[src/rtl/conv_kxk_mac_if.sv]
// Stream bundle between the window generator, the KxK MAC core and the
// output-feature-map writer: window/weights/bias in, one pixel out.
interface conv_kxk_mac_if #(
    parameter int DATA_WIDTH = 8,
    parameter int KSIZE      = 3
);
    localparam int WIN_W = DATA_WIDTH * KSIZE * KSIZE;

    logic                  in_valid;
    logic                  in_ready;
    logic                  in_first;
    logic [WIN_W-1:0]      win_pix;
    logic [WIN_W-1:0]      win_wgt;
    logic [DATA_WIDTH-1:0] bias;
    logic                  out_valid;
    logic                  out_ready;
    logic [DATA_WIDTH-1:0] out_pixel;
    logic                  out_sat;
    logic                  ch_err;

    modport master (
        output in_valid, in_first, win_pix, win_wgt, bias, out_ready,
        input  in_ready, out_valid, out_pixel, out_sat, ch_err
    );

    modport slave (
        input  in_valid, in_first, win_pix, win_wgt, bias, out_ready,
        output in_ready, out_valid, out_pixel, out_sat, ch_err
    );
endinterface

[src/rtl/conv_kxk_mac.sv]
// KxK convolution MAC: multiply (S1), accumulate CIN windows plus bias (S2),
// round/shift/ReLU/saturate into one output pixel (S3). One shared stall enable.
module conv_kxk_mac #(
    parameter int DATA_WIDTH = 8,
    parameter int KSIZE      = 3,
    parameter int CIN        = 4,
    parameter int ACC_WIDTH  = 32,
    parameter int QUANT      = 0,
    parameter int ROUND      = 1,
    parameter int RELU       = 0
) (
    input logic           clk,
    input logic           rst,
    conv_kxk_mac_if.slave io
);
    localparam int NELEM  = KSIZE * KSIZE;
    localparam int PW     = 2 * DATA_WIDTH;
    localparam int CW     = (CIN > 1) ? $clog2(CIN) : 1;
    localparam int RND_SH = (QUANT > 0) ? QUANT - 1 : 0;

    localparam logic [CW-1:0] LAST_CH = CW'(CIN - 1);
    localparam logic signed [ACC_WIDTH-1:0] RND =
        (ROUND != 0 && QUANT > 0) ? ACC_WIDTH'(1) << RND_SH : ACC_WIDTH'(0);
    localparam logic signed [ACC_WIDTH-1:0] SAT_MAX =
        (ACC_WIDTH'(1) << (DATA_WIDTH - 1)) - ACC_WIDTH'(1);
    localparam logic signed [ACC_WIDTH-1:0] SAT_MIN = ~SAT_MAX;

    logic          en;
    logic          xfer;
    logic [CW-1:0] ch_cnt;
    logic [CW-1:0] ch_eff;

    logic signed [PW-1:0]         prod     [NELEM];
    logic signed [PW-1:0]         s1_prod  [NELEM];
    logic signed [DATA_WIDTH-1:0] s1_bias;
    logic                         s1_valid;
    logic                         s1_first;
    logic                         s1_last;

    logic signed [ACC_WIDTH-1:0]  acc;
    logic signed [ACC_WIDTH-1:0]  acc_next;
    logic signed [ACC_WIDTH-1:0]  prod_sum;
    logic                         s2_valid;

    logic signed [ACC_WIDTH-1:0]  acc_rnd;
    logic signed [ACC_WIDTH-1:0]  shifted;
    logic [DATA_WIDTH-1:0]        res_pix;
    logic                         res_sat;

    assign en          = !io.out_valid || io.out_ready;
    assign io.in_ready = en && !rst;
    assign xfer        = io.in_valid && io.in_ready;
    // A first-flagged window always restarts the group at channel 0.
    assign ch_eff      = io.in_first ? '0 : ch_cnt;

    always_comb begin
        for (int i = 0; i < NELEM; i++) begin
            prod[i] = PW'($signed(io.win_pix[i*DATA_WIDTH +: DATA_WIDTH]))
                    * PW'($signed(io.win_wgt[i*DATA_WIDTH +: DATA_WIDTH]));
        end
    end

    // NOTE: every variable gets a value before any branch, so no latch can be inferred.
    always_comb begin
        prod_sum = '0;
        for (int i = 0; i < NELEM; i++) begin
            prod_sum = prod_sum + ACC_WIDTH'(s1_prod[i]);
        end
        acc_next = (s1_first ? ACC_WIDTH'(s1_bias) : acc) + prod_sum;
    end

    always_comb begin
        acc_rnd = acc + RND;
        shifted = acc_rnd >>> QUANT;
        if (RELU != 0 && shifted < 0) begin
            shifted = '0;
        end
        res_pix = shifted[DATA_WIDTH-1:0];
        res_sat = 1'b0;
        if (shifted > SAT_MAX) begin
            res_pix = SAT_MAX[DATA_WIDTH-1:0];
            res_sat = 1'b1;
        end else if (shifted < SAT_MIN) begin
            res_pix = SAT_MIN[DATA_WIDTH-1:0];
            res_sat = 1'b1;
        end
    end

    // NOTE: product/bias registers are pure datapath qualified by s1_valid; they carry no reset.
    always_ff @(posedge clk) begin
        if (xfer) begin
            s1_prod <= prod;
            s1_bias <= io.bias;
        end
    end

    // NOTE: all state updates use non-blocking assignments so stages read pre-edge values.
    always_ff @(posedge clk or posedge rst) begin
        if (rst) begin
            ch_cnt       <= '0;
            s1_valid     <= 1'b0;
            s1_first     <= 1'b0;
            s1_last      <= 1'b0;
            acc          <= '0;
            s2_valid     <= 1'b0;
            io.out_valid <= 1'b0;
            io.out_pixel <= '0;
            io.out_sat   <= 1'b0;
            io.ch_err    <= 1'b0;
        end else begin
            io.ch_err <= xfer && io.in_first && (ch_cnt != '0);
            if (en) begin
                s1_valid <= xfer;
                s1_first <= (ch_eff == '0);
                s1_last  <= (ch_eff == LAST_CH);
                if (xfer) begin
                    ch_cnt <= (ch_eff == LAST_CH) ? '0 : ch_eff + CW'(1);
                end
                if (s1_valid) begin
                    acc <= acc_next;
                end
                s2_valid     <= s1_valid && s1_last;
                io.out_valid <= s2_valid;
                if (s2_valid) begin
                    io.out_pixel <= res_pix;
                    io.out_sat   <= res_sat;
                end
            end
        end
    end
endmodule

[src/flat_wrapper.sv]
// flat-port wrapper written by rule: the top's interface ports become plain ports
module conv_kxk_mac_flat 
#(
    parameter int DATA_WIDTH = 8,
    parameter int KSIZE      = 3,
    parameter int CIN        = 4,
    parameter int ACC_WIDTH  = 32,
    parameter int QUANT      = 0,
    parameter int ROUND      = 1,
    parameter int RELU       = 0
)
  (clk, rst, io_in_valid, io_in_first, io_win_pix, io_win_wgt, io_bias, io_out_ready, io_in_ready, io_out_valid, io_out_pixel, io_out_sat, io_ch_err);
  conv_kxk_mac_if #(.DATA_WIDTH(DATA_WIDTH), .KSIZE(KSIZE)) io_i ();
  input logic clk;
  input logic rst;
  input wire logic [$bits(io_i.in_valid)-1:0] io_in_valid;
  input wire logic [$bits(io_i.in_first)-1:0] io_in_first;
  input wire logic [$bits(io_i.win_pix)-1:0] io_win_pix;
  input wire logic [$bits(io_i.win_wgt)-1:0] io_win_wgt;
  input wire logic [$bits(io_i.bias)-1:0] io_bias;
  input wire logic [$bits(io_i.out_ready)-1:0] io_out_ready;
  output wire logic [$bits(io_i.in_ready)-1:0] io_in_ready;
  output wire logic [$bits(io_i.out_valid)-1:0] io_out_valid;
  output wire logic [$bits(io_i.out_pixel)-1:0] io_out_pixel;
  output wire logic [$bits(io_i.out_sat)-1:0] io_out_sat;
  output wire logic [$bits(io_i.ch_err)-1:0] io_ch_err;
  assign io_i.in_valid = io_in_valid;
  assign io_i.in_first = io_in_first;
  assign io_i.win_pix = io_win_pix;
  assign io_i.win_wgt = io_win_wgt;
  assign io_i.bias = io_bias;
  assign io_i.out_ready = io_out_ready;
  assign io_in_ready = io_i.in_ready;
  assign io_out_valid = io_i.out_valid;
  assign io_out_pixel = io_i.out_pixel;
  assign io_out_sat = io_i.out_sat;
  assign io_ch_err = io_i.ch_err;
  conv_kxk_mac #(.DATA_WIDTH(DATA_WIDTH), .KSIZE(KSIZE), .CIN(CIN), .ACC_WIDTH(ACC_WIDTH), .QUANT(QUANT), .ROUND(ROUND), .RELU(RELU)) u_core (.clk(clk), .rst(rst), .io(io_i));
endmodule
[config.mk]
export PLATFORM = sky130hd
export DESIGN_NAME = conv_kxk_mac_flat
export DESIGN_NICKNAME = d
export VERILOG_FILES = /design/src/rtl/conv_kxk_mac_if.sv /design/src/rtl/conv_kxk_mac.sv /design/src/flat_wrapper.sv
export SDC_FILE = /design/constraint.sdc
export NUM_CORES = 2
export LEC_CHECK = 0
export ABC_AREA = 1
export CORE_UTILIZATION = 58
export CTS_CLUSTER_SIZE = 12
export DETAILED_ROUTE_END_ITERATION = 8
export PLACE_DENSITY_LB_ADDON = 0.15
export SLEW_MARGIN = 20
export SYNTH_ARGS = -nofsm -noshare
export SYNTH_HDL_FRONTEND = slang
export SYNTH_SLANG_ARGS = --single-unit
[constraint.sdc]
create_clock -name clk -period 5.96 [get_ports clk]
set_clock_uncertainty 0.2 [all_clocks]
set_input_delay 1.192 -clock clk [delete_from_list [all_inputs] [get_ports clk]]
set_output_delay 1.192 -clock clk [all_outputs]
set_load 0.03 [all_outputs]
==> out/qor.csv <==
metric,value,unit
final_util,69.5,%
final_layout_size_suffix_gt1_share,13.7,%
drt_iter0_markers,1698,
fmax,161,MHz
rsz0062_at_grt,true,
nNetsFinal,5761,
route.vias.total,27200,
worst_pin_slew,1.09,ns
wl_per_cell,15.1,µm
numCtsBuffers,23,
reg2reg_slack,-0.25,ns
syn_inst,4235,
gp_congestion,0.949,
start_kind,register,
maxCapViolCount,0,
ys_seq_elements,201,
drv_slew,0,
io_buffers,168,
synth_area,36300,µm²
worst-path-buf-inv,6,
hpwl,70300,µm
min_path_cells,2,
regArea,5790,µm²
grt_pass1_wl,138000,µm
synth_top_area_share,35.9,%
synthTopCellsByArea,"fa_1, inv_1, edfxtp_1",
reg2reg_from,u_core.s1_prod[123]$_DFFE_PP_,
critPathRequiredTime,6.16,ns
cts-htree-levels,1,
tns,-2.39,ns
clockRootBuffer,clkbuf_16,
cts.sinks,201,
yosys_warnings,0,
worstSetupPathType,reg2reg,
crit_path_max_incr_delay,0.64,ns
avgSynthCellArea,8.58,µm²
placed_area,41000,µm²
setup_viol,16,
multi_input_area,26300,µm²
cts_tree,yes,
io_pins,169,
relSlewSlack,27.5,%
die_w,252,µm
fin_ws,-0.250,ns
use_met3,2.87,%
die_area,63700,µm²
post-route-period-util,104,%
antenna_found_initial,2,
cp-startpoint,u_core.s1_prod[123]$_DFFE_PP_,
holdWs,0.268,ns
slowest_stage,fa_1,
dr.pass1.iters,5,
status,finished with violations,
cpMostUsedCell,inv_1,
ys_types,49,
drc,0,
use_met1,38.9,%
grt-ovfl-total,0,
violations,negative setup slack,
timing.rr.end,u_core.acc[23]$_DFFE_PP0P_,
cp_max_fo,8,
grt_start_max_net_pins,96,
postLayoutCellArea,42900,µm²
clk_pin_slew,0.06,ns
cp.arrival,6.41,ns
fillers,4949,
area_growth,18.1,%
detail_route.wirelength,83000,µm
worstSkewPairLatency,0.54,ns
grt.total_usage,27.2,%
path_depth,29,
top_usage_layer,met2,
antenna_left,0,
ctsLongestPathBuffers,3,
initial_core_util,58.8,%
cp-endpoint,u_core.acc[23]$_DFFE_PP0P_,
core-area,61800,µm²
core.rowCount,91,
cpLargestDelayFamily,adder cells,
yosys.area.top_type,fa_1,
cp-end-kind,register,
ff2ff_path_depth,29,
grt_pass1_vias,28100,
dieHeight,252,µm
grt_use_met2,44.4,%
finalCriticalPeriod,6.21,ns
min_path_type,reg2reg,
drt-vias-per-instance,4.97,
ys_seq_area_share,15.9,%
final_hold_viol_count,0,
syn_nets,5369,
## synthesized netlist by cell type (all sizes together)
library cell,n
nor3b,1
xnor2,92
nor4,5
o211ai,6
nand2,800
ha,325
a21o,14
o22ai,1
buf,8
a21oi,163
o21bai,6
nor3,14
edfxtp,152
fa,652
clkbuf,141
or2,71
a211oi,1
nor2,95
o31ai,2
inv,1286
nand3,76
and3,1
o21ai,122
clkinv,2
o2111ai,10
a31oi,10
mux2i,2
nand3b,5
nand4,14
a21boi,6
a31o,1
and2,4
dfrtp,49
o21a,3
xor2,95
## how the worst min path moves through the flow
stage                                start  slack, ns                               to
2_1_floorplan  u_core.s2_valid$_DFFE_PP0N_       0.23  u_core.io.out_valid$_DFFE_PP0N_
3_3_place_gp   u_core.s2_valid$_DFFE_PP0N_       0.25  u_core.io.out_valid$_DFFE_PP0N_
3_5_place_dp   u_core.s2_valid$_DFFE_PP0N_       0.25  u_core.io.out_valid$_DFFE_PP0N_
4_1_cts        u_core.s2_valid$_DFFE_PP0N_       0.27  u_core.io.out_valid$_DFFE_PP0N_
5_1_grt        u_core.s2_valid$_DFFE_PP0N_       0.30  u_core.io.out_valid$_DFFE_PP0N_
6_report       u_core.s2_valid$_DFFE_PP0N_       0.27  u_core.io.out_valid$_DFFE_PP0N_
## flip-flops by register name (all words and copies together), names as in the netlist
| register | cells |
|---|---|
| u_core.io.out_valid | 1 |
| u_core.io.ch_err | 1 |
| u_core.acc | 32 |
| u_core.ch_cnt | 2 |
| u_core.s1_valid | 1 |
| u_core.s1_first | 1 |
| u_core.s1_prod | 144 |
| u_core.io.out_pixel | 8 |
| u_core.s2_valid | 1 |
| u_core.io.out_sat | 1 |
| u_core.s1_bias | 8 |
| u_core.s1_last | 1 |
## cell families (layout without fill, tap and decap cells)
logic type / count (synthesis) / in the layout / share of synthesized area, %
adder cells (fa/ha/maj): 977 / 977 / 47.1
other: 0 / 3 / 0
multiplexers: 2 / 2 / 0.0551
buffers and inverters: 1437 / 1842 / 14.9
flip-flops: 201 / 201 / 15.9
AO/OA/AOI/OAI: 345 / 345 / 5.23
XOR/XNOR: 187 / 187 / 4.51
AND/OR/NAND/NOR: 1086 / 1087 / 12.3
## per-stage QoR
stage / setup slack (ns) / cells
finish: -0.250 / 5481
global placement: -0.334 / 5422
CTS: -0.154 / 5469
floorplan: -0.00240 / 4235
global route: -0.515 / 5480
detailed placement: -0.498 / 5422
## tightest hold or removal path, stage by stage (launching register included)
cell,delay [ns]
dfrtp_1,0.32
inv_1,0.06
nand2_1,0.06
## layer usage
metal / vias up / wire length, µm / part of all wire (%)
met1: 13300 / 37200 / 45
met4: 0 / 2870 / 3.5
li1: 13200 / - / -
met2: 596 / 39200 / 47
met5: - / 0 / 0
met3: 137 / 3780 / 4.6
## cells in the final DEF (no fill, tap or decap), types with 11 or more instances in the layout
cell             instances
nand4_1                 14
ha_1                   298
dfrtp_1                 49
inv_2                   19
or2_2                   64
nand2_2                 25
clkdlybuf4s50_1        168
o21ai_1                 27
edfxtp_1               152
xnor2_1                 87
xor2_1                  91
nor2_1                  75
ha_4                    27
o21ai_0                 85
a21oi_4                 11
nand3_1                 65
a21oi_1                123
a21o_1                  14
nor2_2                  15
nand2_1                768
a21oi_2                 29
fa_1                   642
inv_1                 1266
clkbuf_16               24
buf_4                  336
## area by class of cell
| type | instances | area share (%) |
|---|---|---|
| diodes | 3 | 0.0175 |
| clock inverters | 10 | 0.143 |
| multi-input cells | 2598 | 61.1 |
| well taps | 837 | 2.44 |
| clock buffers | 29 | 1.39 |
| inverters | 1288 | 11.3 |
| flip-flops and latches | 201 | 13.5 |
| repair buffers | 515 | 10.1 |
## repair_timing
item | in CTS | in global routing
gates cloned | 0 | 2
pin swaps | 26 | 44
setup buffers | 8 | 8
setup endpoints to repair | 22 | 23
resized for setup | 118 | 137
endpoints found under the hold margin | 0 | 0
hold buffers | 0 | 0
Power is left out: the tool's default activity adds up to more than one toggle a clock period on the data nets, which glitch-free logic cannot reach.
